<file path="src/rtl/arb_mux_n.sv">
// rtl/arb_mux_n.sv - registered N-way valid/ready selector with direct, priority and round-robin grant
module arb_mux_n #(
    parameter int DATA_WIDTH = 32,
    parameter int NUM_INPUTS = 4,
    localparam int SEL_W = (NUM_INPUTS > 1) ? $clog2(NUM_INPUTS) : 1
) (
    input  logic                             clk,
    input  logic                             rst_n,
    input  logic [1:0]                       mode,
    input  logic [SEL_W-1:0]                 sel,
    input  logic [NUM_INPUTS-1:0]            in_valid,
    input  logic [NUM_INPUTS*DATA_WIDTH-1:0] in_data,
    output logic [NUM_INPUTS-1:0]            in_ready,
    output logic                             out_valid,
    output logic [DATA_WIDTH-1:0]            out_data,
    output logic [SEL_W-1:0]                 out_src,
    input  logic                             out_ready
);

    logic                  out_valid_q, out_valid_d;
    logic [DATA_WIDTH-1:0] out_data_q, out_data_d;
    logic [SEL_W-1:0]      out_src_q, out_src_d;
    logic [SEL_W-1:0]      rr_ptr_q, rr_ptr_d;

    logic [NUM_INPUTS-1:0] grant;
    logic [SEL_W-1:0]      grant_idx;
    logic                  grant_found;
    logic [DATA_WIDTH-1:0] grant_word;
    logic                  load_en;
    logic                  in_xfer;

    assign load_en = !out_valid_q || out_ready;

    always_comb begin
        grant_found = 1'b0;
        grant_idx   = '0;
        case (mode)
            2'b00: begin
                if (int'(sel) < NUM_INPUTS) begin
                    if (in_valid[sel]) begin
                        grant_found = 1'b1;
                        grant_idx   = sel;
                    end
                end
            end
            2'b10: begin
                // Walk upward from the pointer, wrapping, so the last winner goes to the back.
                for (int k = 0; k < NUM_INPUTS; k++) begin
                    int j;
                    j = int'(rr_ptr_q) + k;
                    if (j >= NUM_INPUTS) j = j - NUM_INPUTS;
                    if (!grant_found && in_valid[j]) begin
                        grant_found = 1'b1;
                        grant_idx   = SEL_W'(j);
                    end
                end
            end
            default: begin
                for (int i = 0; i < NUM_INPUTS; i++) begin
                    if (!grant_found && in_valid[i]) begin
                        grant_found = 1'b1;
                        grant_idx   = SEL_W'(i);
                    end
                end
            end
        endcase
    end

    always_comb begin
        grant      = '0;
        grant_word = '0;
        for (int i = 0; i < NUM_INPUTS; i++) begin
            if (grant_found && int'(grant_idx) == i) begin
                grant[i]   = 1'b1;
                grant_word = in_data[i*DATA_WIDTH +: DATA_WIDTH];
            end
        end
    end

    assign in_ready = rst_n ? (grant & {NUM_INPUTS{load_en}}) : '0;
    assign in_xfer  = grant_found && load_en;

    always_comb begin
        out_valid_d = out_valid_q;
        out_data_d  = out_data_q;
        out_src_d   = out_src_q;
        rr_ptr_d    = rr_ptr_q;
        if (in_xfer) begin
            out_valid_d = 1'b1;
            out_data_d  = grant_word;
            out_src_d   = grant_idx;
            if (mode == 2'b10) begin
                rr_ptr_d = (int'(grant_idx) == NUM_INPUTS - 1) ? '0 : grant_idx + 1'b1;
            end
        end else if (out_ready) begin
            out_valid_d = 1'b0;
        end
    end

    always_ff @(posedge clk or negedge rst_n) begin
        if (!rst_n) begin
            out_valid_q <= 1'b0;
            out_data_q  <= '0;
            out_src_q   <= '0;
            rr_ptr_q    <= '0;
        end else begin
            out_valid_q <= out_valid_d;
            out_data_q  <= out_data_d;
            out_src_q   <= out_src_d;
            rr_ptr_q    <= rr_ptr_d;
        end
    end

    assign out_valid = out_valid_q;
    assign out_data  = out_data_q;
    assign out_src   = out_src_q;

endmodule

</file>
<file path="config.mk">
export PLATFORM = sky130hd
export DESIGN_NAME = arb_mux_n
export DESIGN_NICKNAME = d
export VERILOG_FILES = /design/src/rtl/arb_mux_n.sv
export SDC_FILE = /design/constraint.sdc
export NUM_CORES = 1
export LEC_CHECK = 0
export CAP_MARGIN = 20
export CORE_MARGIN = 8
export CORE_UTILIZATION = 41
export DETAILED_ROUTE_END_ITERATION = 7
export PLACE_DENSITY = 0.88
export SLEW_MARGIN = 40
export SYNTH_ARGS = -nofsm -noshare
export SYNTH_HDL_FRONTEND = slang
export SYNTH_SLANG_ARGS = --single-unit
export TNS_END_PERCENT = 100
</file>
<file path="constraint.sdc">
create_clock -name clk -period 13.9 [get_ports clk]
set_input_delay 4.17 -clock clk [delete_from_list [all_inputs] [get_ports clk]]
set_output_delay 4.17 -clock clk [all_outputs]
set_load 0.05 [all_outputs]
</file>
* Yosys cells after proc, flatten, opt, wreduce, memory -nomap -nowiden
Index checks and enable logic that the tools add are counted.
Storage, ports and cells: flip-flop bits (word level) 37, input bits 139, logic and storage cells 109
Operators by class: add/subtract/negate cells 8, magnitude comparators 9, equality and inequality tests 4, mux-type cells 59, bitwise operators 1, reduce and logical (&&, ||, !) cells 24
Operator list (number):
- $mux 32 | 12
- $lt 32x4->1 const B | 4
- $mux 1 | 31
- $mux 2 | 8
- $sub 3x3->4 const B | 3
- $logic_and 1x1->1 | 11
- $bmux 1 s2 | 5
- $ge 3x3->1 const B | 3
- $logic_not 1->1 | 7
- $add 2x2->3 const B | 2
- $eq 2x2->1 const B | 3
- $and 4x4->4 | 1
- $logic_not 2->1 | 2
- $mux 4 | 1
- $pmux 2 s2 | 1
- $sub 2x3->4 const B | 1
- $add 2x1->3 const B | 1
- $ge 2x3->1 const B | 1
- $lt 2x3->1 const B | 1
- $add 2x1->2 const B | 1
- $eq 2x1->1 const B | 1
- $pmux 1 s2 | 1
- $reduce_and 2->1 | 1
- $reduce_bool 2->1 | 1
- 2 further kinds | 2

* Depth between registers and ports, before layout
Gate-level depths: netlist of the first run.
depth in word-level cells 26, gate-level depth with buffers 12, gate-level depth less buffers 9

* Worst setup path after synthesis of the first run
OpenSTA, ideal clock, no wires.
path type input port to output port, start point input port in_valid[3], end point output port in_ready[3], data arrival time 6.402 ns, data required time 9.730 ns, setup slack 3.328 ns, stages 8, buffers on the path 3, path through clkbuf_1 > mux2i_1 > a221o_1 > o221ai_1 > ha_1 > clkbuf_1 > clkbuf_1 > and3_1
On the way: word-level cells in the longest chain between the ends 22, elaborated cells on any way between the ends 43, classes of those cells eq/ne (1); mux (33); bitwise (1); reduce/logical (8)
RTL lines:
- start: declaration | line 11 | input logic [NUM_INPUTS-1:0] in_valid,
- $bmux 1 s2 | line 52 | if (!grant_found && in_valid[j]) begin
- $mux 1 (not written as such) (2 in series) | line 52
- $mux 1 | line 52
- $mux 1 | line 37 | case (mode)
- $logic_not 1->1 | line 52
- $logic_and 1x1->1 | line 52
- $mux 1 | line 52
- $mux 1 | line 37
- [6 not listed]
- $mux 2 | line 52
- $pmux 2 s2 (*) | line 37
- named net grant_idx[0] | line 26 | logic [SEL_W-1:0] grant_idx;
- $eq 2x1->1 (*) | line 73 | if (grant_found && int'(grant_idx) == i) begin
- $logic_and 1x1->1 (*) | line 73
- $mux 1 (*) | line 73
- $and 4x4->4 (*) | line 80 | assign in_ready = rst_n ? (grant & {NUM_INPUTS{load_en}}) : '0;
- $mux 4 (*) | line 80
- end: declaration | line 13 | output logic [NUM_INPUTS-1:0] in_ready,
Mark *: on every way through the listed nets, which the timed path passes. The rest lies on a longest branch. The select of a mux whose other input is x is not followed.

* Worst setup path after layout of the first run
start point input port in_valid[3], end point output port in_ready[1]
On the way: word-level cells in the longest chain between the ends 22, elaborated cells on any way between the ends 43, classes of those cells eq/ne (1); mux (33); bitwise (1); reduce/logical (8)
RTL lines (line):
- $bmux 1 s2 | 52
- $mux 1 (not written as such) (2 in series) | 52
- $mux 1 | 52
- $mux 1 | 37
- $logic_not 1->1 | 52
- $logic_and 1x1->1 | 52
- $mux 1 | 52
- $mux 1 | 37
- [6 not listed]
- $mux 2 | 52
- $pmux 2 s2 (*) | 37
- named net grant_idx[0] | 26
- $eq 2x2->1 (*) | 73
- $logic_and 1x1->1 (*) | 73
- $mux 1 (*) | 73
- $and 4x4->4 (*) | 80
- $mux 4 (*) | 80
Marked as above.

==> metrics.txt, run 1 <==
Setup Buffers After CTS 0; EDFF count, synth 0; antenna viol nets, final 0; total negative slack 0 ps; CTS tree yes; gr busiest metal met2; total power ~0.00068 W; number of inserted diodes 0; Area Overhead vs Synth 66.0%; CP max stage delay roughly 800 ps; die width 100 um; first-pass GRT wire length 16800 um; Die Height around 100 um; Mapped Cells approximately 350; Final Critical Period between 10000 and 15000 ps; clk buf depth 2; RSZ-0062 raised after global routing no; grt met3 use roughly 7.3%; Most common cell on crit path clkdlybuf4s50_1; slowest cell on the critical path clkdlybuf4s50_1; Hold Vio Cnt, Final 0; Post-Layout Cell Count 600; Leak Pwr roughly 2.1 nW; final worst-path cycle share 83.8%; GP Congestion roughly 0.92; synth top area cells dfrtp_1 (32%), a21oi_1 (11%), a22o_1 (9.6%), mux2_4 (7.7%), o21ai_0 (6.0%); Worst-Skew Late Latency approximately 290 ps; status finished clean; initial antenna violation count 0; dpl cells slightly below 600; fin area 4830 um2; worst reg2reg setup slack 10650 ps; cells on worst reg2reg path 10; crit-path max FO 65; Hold WS ~500 ps; Async SR Flop Fraction between 90% and 100%; CTS buffer count 5; Seq/Total Area, Yosys 31.8%; Synth top area share approximately a third; DR vias/cell between 5 and 6; r2r startpoint rr_ptr_q[1]; worst slew pin tran roughly 650 ps; Yosys cell types 34; CP Launch Type input pin; grt ovf 0; wire per inst about 17 um; Routed WL about 10000 um; # clock sinks 37; M2 GR Usage between 30 and 40%; post_cts resized 0; CTS H-tree lvls 2; Placed Area about 4700 um2; FP Rows 30; hold_buf cts 0; CP required 9730 ps; first-iteration detailed-routing DRC count 74; vias in the first global route about 3200; hold wc startpoint out_data[16]; syn nets 489; crit path kind input pin to output pin; gr usage total between 20% and 30%; top_reg_cell synth dfrtp_1; HP Class flop to flop; Critical Path End Type output pin; Pwr Density about 140 nW/um2; hpwl dp between 8000 and 9000 um; largest net degree at the start of global routing 66; die area approximately 10000 um2; Nets roughly 650; Max Slew Vio Count 0; relative slew slack roughly 57%; most frequent cells after synthesis a21oi_1 (64), dfrtp_1 (37), inv_1 (35), nand2_1 (35), o21ai_0 (35); mapped cell area slightly below 3000 um2; DRC errors left 0; hold path endpoint out_data[16]; biggest area consumer among synthesized cells dfrtp_1; Clock Skew approximately 5 ps; Worst-path clk slew roughly 70 ps; PortBufs ~180; count leader, synth a21oi_1; DRT Pass-1 Iters 5; max cap viols 0; Root Buffer clkbuf_8; Ys Warns 0; Via Count roughly 3200; layout cells sized above 1 9.72%; I/O pin cnt between 150 and 200; #FFs+latches synth 37; setup violators final 0; Initial Utilization between 40% and 50%; hold path cells 1; worst r2r dst out_data[21]; Arrival @ worst endpoint approximately 7500 ps; crit-path cells clkdlybuf4s50_1 -> mux2i_1 -> a221o_1 -> o221ai_1 -> ha_4 -> and3_1 -> clkdlybuf4s50_1; fmax about 86 MHz; met1 Use GR between 20% and 30%; core box area 6830 um2; syn avg cell area 8.41 um2; VDD IR max between 0.00008 and 0.00009 V
## metal layers
| metal | vias to the layer above | wire length [um] |
|---|---|---|
| met3 | 6 | 995 |
| li1 | 1525 | - |
| met1 | 1512 | 4110 |
| met4 | 0 | 82 |
| met5 | - | 0 |
| met2 | 136 | 5280 |
## worst max-delay path, delay by kind of cell
family,cells,cell delay [ps]
compound gates,2,880
fa+ha+maj,1,600
buf+inv,2,1460
mux,1,130
simple gates,1,240
## area by class of cell
cell class / count / area [um2]
clock buffer: 7 / 86.3
inverter: 35 / 131
sequential: 37 / 926
fill: 539 / 2000
multi-input combinational: 243 / 1740
timing repair buffer: 181 / 1800
tap: 96 / 120
clock inverter: 1 / 30.0
## cells in the final DEF (no fill, tap or decap), types with 2 or more instances in the layout
cell and count:
inv_1 35, nor2b_1 5, ha_2 2, clkdlybuf4s50_1 176
mux2i_1 3, nand2b_1 5, nor2_1 3, a22o_1 32
mux2_4 15, o21ai_0 35, clkbuf_8 6, a21oi_1 64
and3_1 4, mux2_1 8, o31ai_1 2, buf_4 5
dfrtp_1 37, nand2_1 35, mux2_2 13
## logic make-up after synthesis
family	share of synthesized area, %
adder cells (fa/ha/maj)	1.72
flip-flops	31.8
buffers and inverters	9.38
AO/OA/AOI/OAI	29.2
multiplexers	18.5
AND/OR/NAND/NOR	9.38
## state kept, by name (all words and copies together) (netlist names)
name	count
rr_ptr_q	2
out_valid	1
out_src	2
out_data	32
## stage by stage
| step | util (%) | setup slack, ps |
|---|---|---|
| after floorplan | - | 3330 |
| after global placement | 68.8 | 2030 |
| after detailed placement | 69.0 | 2240 |
| after CTS | 70.7 | 2210 |
| after global routing | 70.7 | 2080 |
| final | 70.7 | 2250 |
## worst max path at each step
| stage | startpoint | end | slack (ps) | cells past startpoint |
|---|---|---|---|---|
| after floorplan | in_valid[3] | in_ready[3] | 3330 | 8 |
| after global placement | in_valid[3] | in_ready[1] | 2030 | 8 |
| after detailed placement | in_valid[3] | in_ready[1] | 2240 | 7 |
| after CTS | in_valid[3] | in_ready[1] | 2210 | 7 |
| after global routing | in_valid[3] | in_ready[1] | 2080 | 7 |
| final | in_valid[3] | in_ready[1] | 2250 | 7 |
## power by group
| group | leakage [nW] | internal, W | switching, W |
|---|---|---|---|
| sequential | 0.449 | 0.000145 | 0.0000229 |
| combinational | 1.59 | 0.000176 | 0.000237 |
| clock | 0.0585 | 0.0000585 | 0.0000385 |
| total | 2.10 | 0.000380 | 0.000299 |
Power figures use the tool's default switching activity.
==> run 2, diff against run 1 <==
--- a/config.mk
+++ b/config.mk
@@ -7,9 +7,9 @@
 export LEC_CHECK = 0
 export CAP_MARGIN = 20
 export CORE_MARGIN = 8
-export CORE_UTILIZATION = 41
+export CORE_UTILIZATION = 34
 export DETAILED_ROUTE_END_ITERATION = 7
-export PLACE_DENSITY = 0.88
+export PLACE_DENSITY = 0.78
 export SLEW_MARGIN = 40
 export SYNTH_ARGS = -nofsm -noshare
 export SYNTH_HDL_FRONTEND = slang
==> constraint.sdc (replaced) <==
create_clock -name clk -period 9.39 [get_ports clk]
set_input_delay 2.817 -clock clk [delete_from_list [all_inputs] [get_ports clk]]
set_output_delay 2.817 -clock clk [all_outputs]
set_load 0.05 [all_outputs]
==> run 2 against run 1 <==
Against the previous run: core utilization is 12 points lower; clock power is 8% higher; sequential cell count stayed put; first-iteration DRC count is 38% higher; clock skew is 1.7 ps lower; design area is 0.47% lower; critical path type unchanged; largest cell class unchanged.
==> metrics.txt, run 2 (synthesis gave the netlist of run 1 again) <==
GP Congestion around 0.88; crit path kind input pin to output pin; clk buf depth 2; total negative slack 0 ps; RSZ-0062 raised after global routing no; worst slew pin tran roughly 660 ps; die width around 110 um; CP max stage delay between 800 and 900 ps; CP required roughly 6600 ps; grt ovf 0; area of the multi-input gates 1730 um2; Worst-path clk slew approximately 70 ps; Initial Utilization a little over a third; hold_buf cts 0; Pwr Density 201 nW/um2; Root Buffer clkbuf_8; Worst-Skew Late Latency roughly 280 ps; first-iteration detailed-routing DRC count 102; slowest cell on the critical path clkdlybuf4s50_1; Placed Area around 4700 um2; Die Height ~110 um; first-pass GRT wire length 16900 um; wire per inst roughly 17 um; Clock Skew about 3.3 ps; Most common cell on crit path clkdlybuf4s50_1; Max Slew Vio Count 0; initial antenna violation count 0; crit-path max FO 11; fill count ~740; total power a little under 0.001 W; Hold Vio Cnt, Final 0; HP Class flop to flop; # clock sinks 37; fin area 4810 um2; largest net degree at the start of global routing 65; Nets 648; CTS H-tree lvls 2; final worst-path cycle share 89.8%; I/O pin cnt approximately 180; register area 926 um2; FP Rows 33; DRC errors left 0; status finished clean; vias in the first global route 3310; Leak Pwr approximately 2.1 nW; crit-path cells clkdlybuf4s50_1 -> mux2_2 -> a21o_1 -> a221oi_1 -> or2_2 -> ha_2 -> and3_1 -> clkdlybuf4s50_1; Area Overhead vs Synth 65.2%; DR vias/cell 5.08; Arrival @ worst endpoint 5610 ps; Routed WL between 10000 and 15000 um; hpwl dp between 8000 and 9000 um; Via Count 3101; layout cells sized above 1 between 10% and 20%; DRT Pass-1 Iters 4; relative slew slack between 50% and 60%; Critical Path End Type output pin; die area 11800 um2; max reg flops 32; antenna viol nets, final 0; Setup Buffers After CTS 0; number of inserted diodes 0; CTS buffer count 5; most common cell after layout, fill and taps aside clkdlybuf4s50_1; post_cts resized 0; setup violators final 0; most frequent cells in the layout clkdlybuf4s50_1 (175), a21oi_1 (64), dfrtp_1 (37); Final Critical Period around 8400 ps; CTS tree yes; core box area 8260 um2; gr usage total between 10% and 20%; CP Launch Type input pin; fmax 119 MHz; max cap viols 0; VDD IR max between 0.00008 and 0.00009 V; PortBufs between 150 and 200
## run 2: per-stage QoR
stage / util [%] / instances / setup WS (ps) / hold slack (ps)
after floorplan: - / 346 / 1520 / 601
after global placement: 57.2 / 603 / 1040 / 469
after detailed placement: 57.2 / 603 / 934 / 478
after CTS: 58.2 / 611 / 939 / 498
after global routing: 58.2 / 611 / 756 / 519
final: 58.2 / 611 / 958 / 495
## run 2: worst paths after layout
| kind | startpoint | end | slack [ps] | depth (start not counted) |
|---|---|---|---|---|
| worst min-delay path | out_data[18] | out_data[18] | 500 | 1 |
| worst max register to register | rr_ptr_q[0] | out_data[20] | 6250 | 9 |
| worst max-delay path | in_valid[3] | in_ready[1] | 960 | 8 |
| max in group asynchronous | rst_n | out_data[21] | 6460 | 2 |
| min in group asynchronous | rst_n | out_data[1] | 2590 | 2 |
| worst min register to register | out_data[18] | out_data[18] | 500 | 1 |
## run 2: area by class of cell
type                    count  area share [%]
well taps                 105            2.73
flip-flops and latches     37            19.3
inverters                  35            2.73
multi-input cells         243            35.9
clock buffers               6            1.51
repair buffers            183            37.6
clock inverters             2           0.208
## run 2: layer usage
| layer | track usage, % | up-vias | share of wire, % |
|---|---|---|---|
| li1 | - | 1530 | - |
| met1 | 20.0 | 1449 | 41 |
| met2 | 32.2 | 111 | 50 |
| met3 | 5.12 | 11 | 8.1 |
| met4 | 4.20 | 0 | 1.3 |
| met5 | 0 | - | 0 |
## run 2: critical path, delay by kind of cell
family          cells  cell delay (ps)
mux                 1              340
buf+inv             2             1380
fa+ha+maj           1              160
simple gates        2              350
compound gates      2              560
## run 2: report_power, final
part	switching, W	internal (W)	leakage (nW)	total [W]
clock	0.0000535	0.0000514	0.0450	0.000105
combinational	0.000350	0.000260	1.60	0.000610
sequential	0.0000354	0.000215	0.449	0.000251
==> run 3, diff against run 2 <==
--- a/config.mk
+++ b/config.mk
@@ -9,6 +9,7 @@
 export CORE_MARGIN = 8
 export CORE_UTILIZATION = 34
 export DETAILED_ROUTE_END_ITERATION = 7
+export HOLD_SLACK_MARGIN = 0.06
 export PLACE_DENSITY = 0.78
 export SLEW_MARGIN = 40
 export SYNTH_ARGS = -nofsm -noshare
==> results of run 3 <==
Final layout, timing and power as in run 2 (identical DEF).
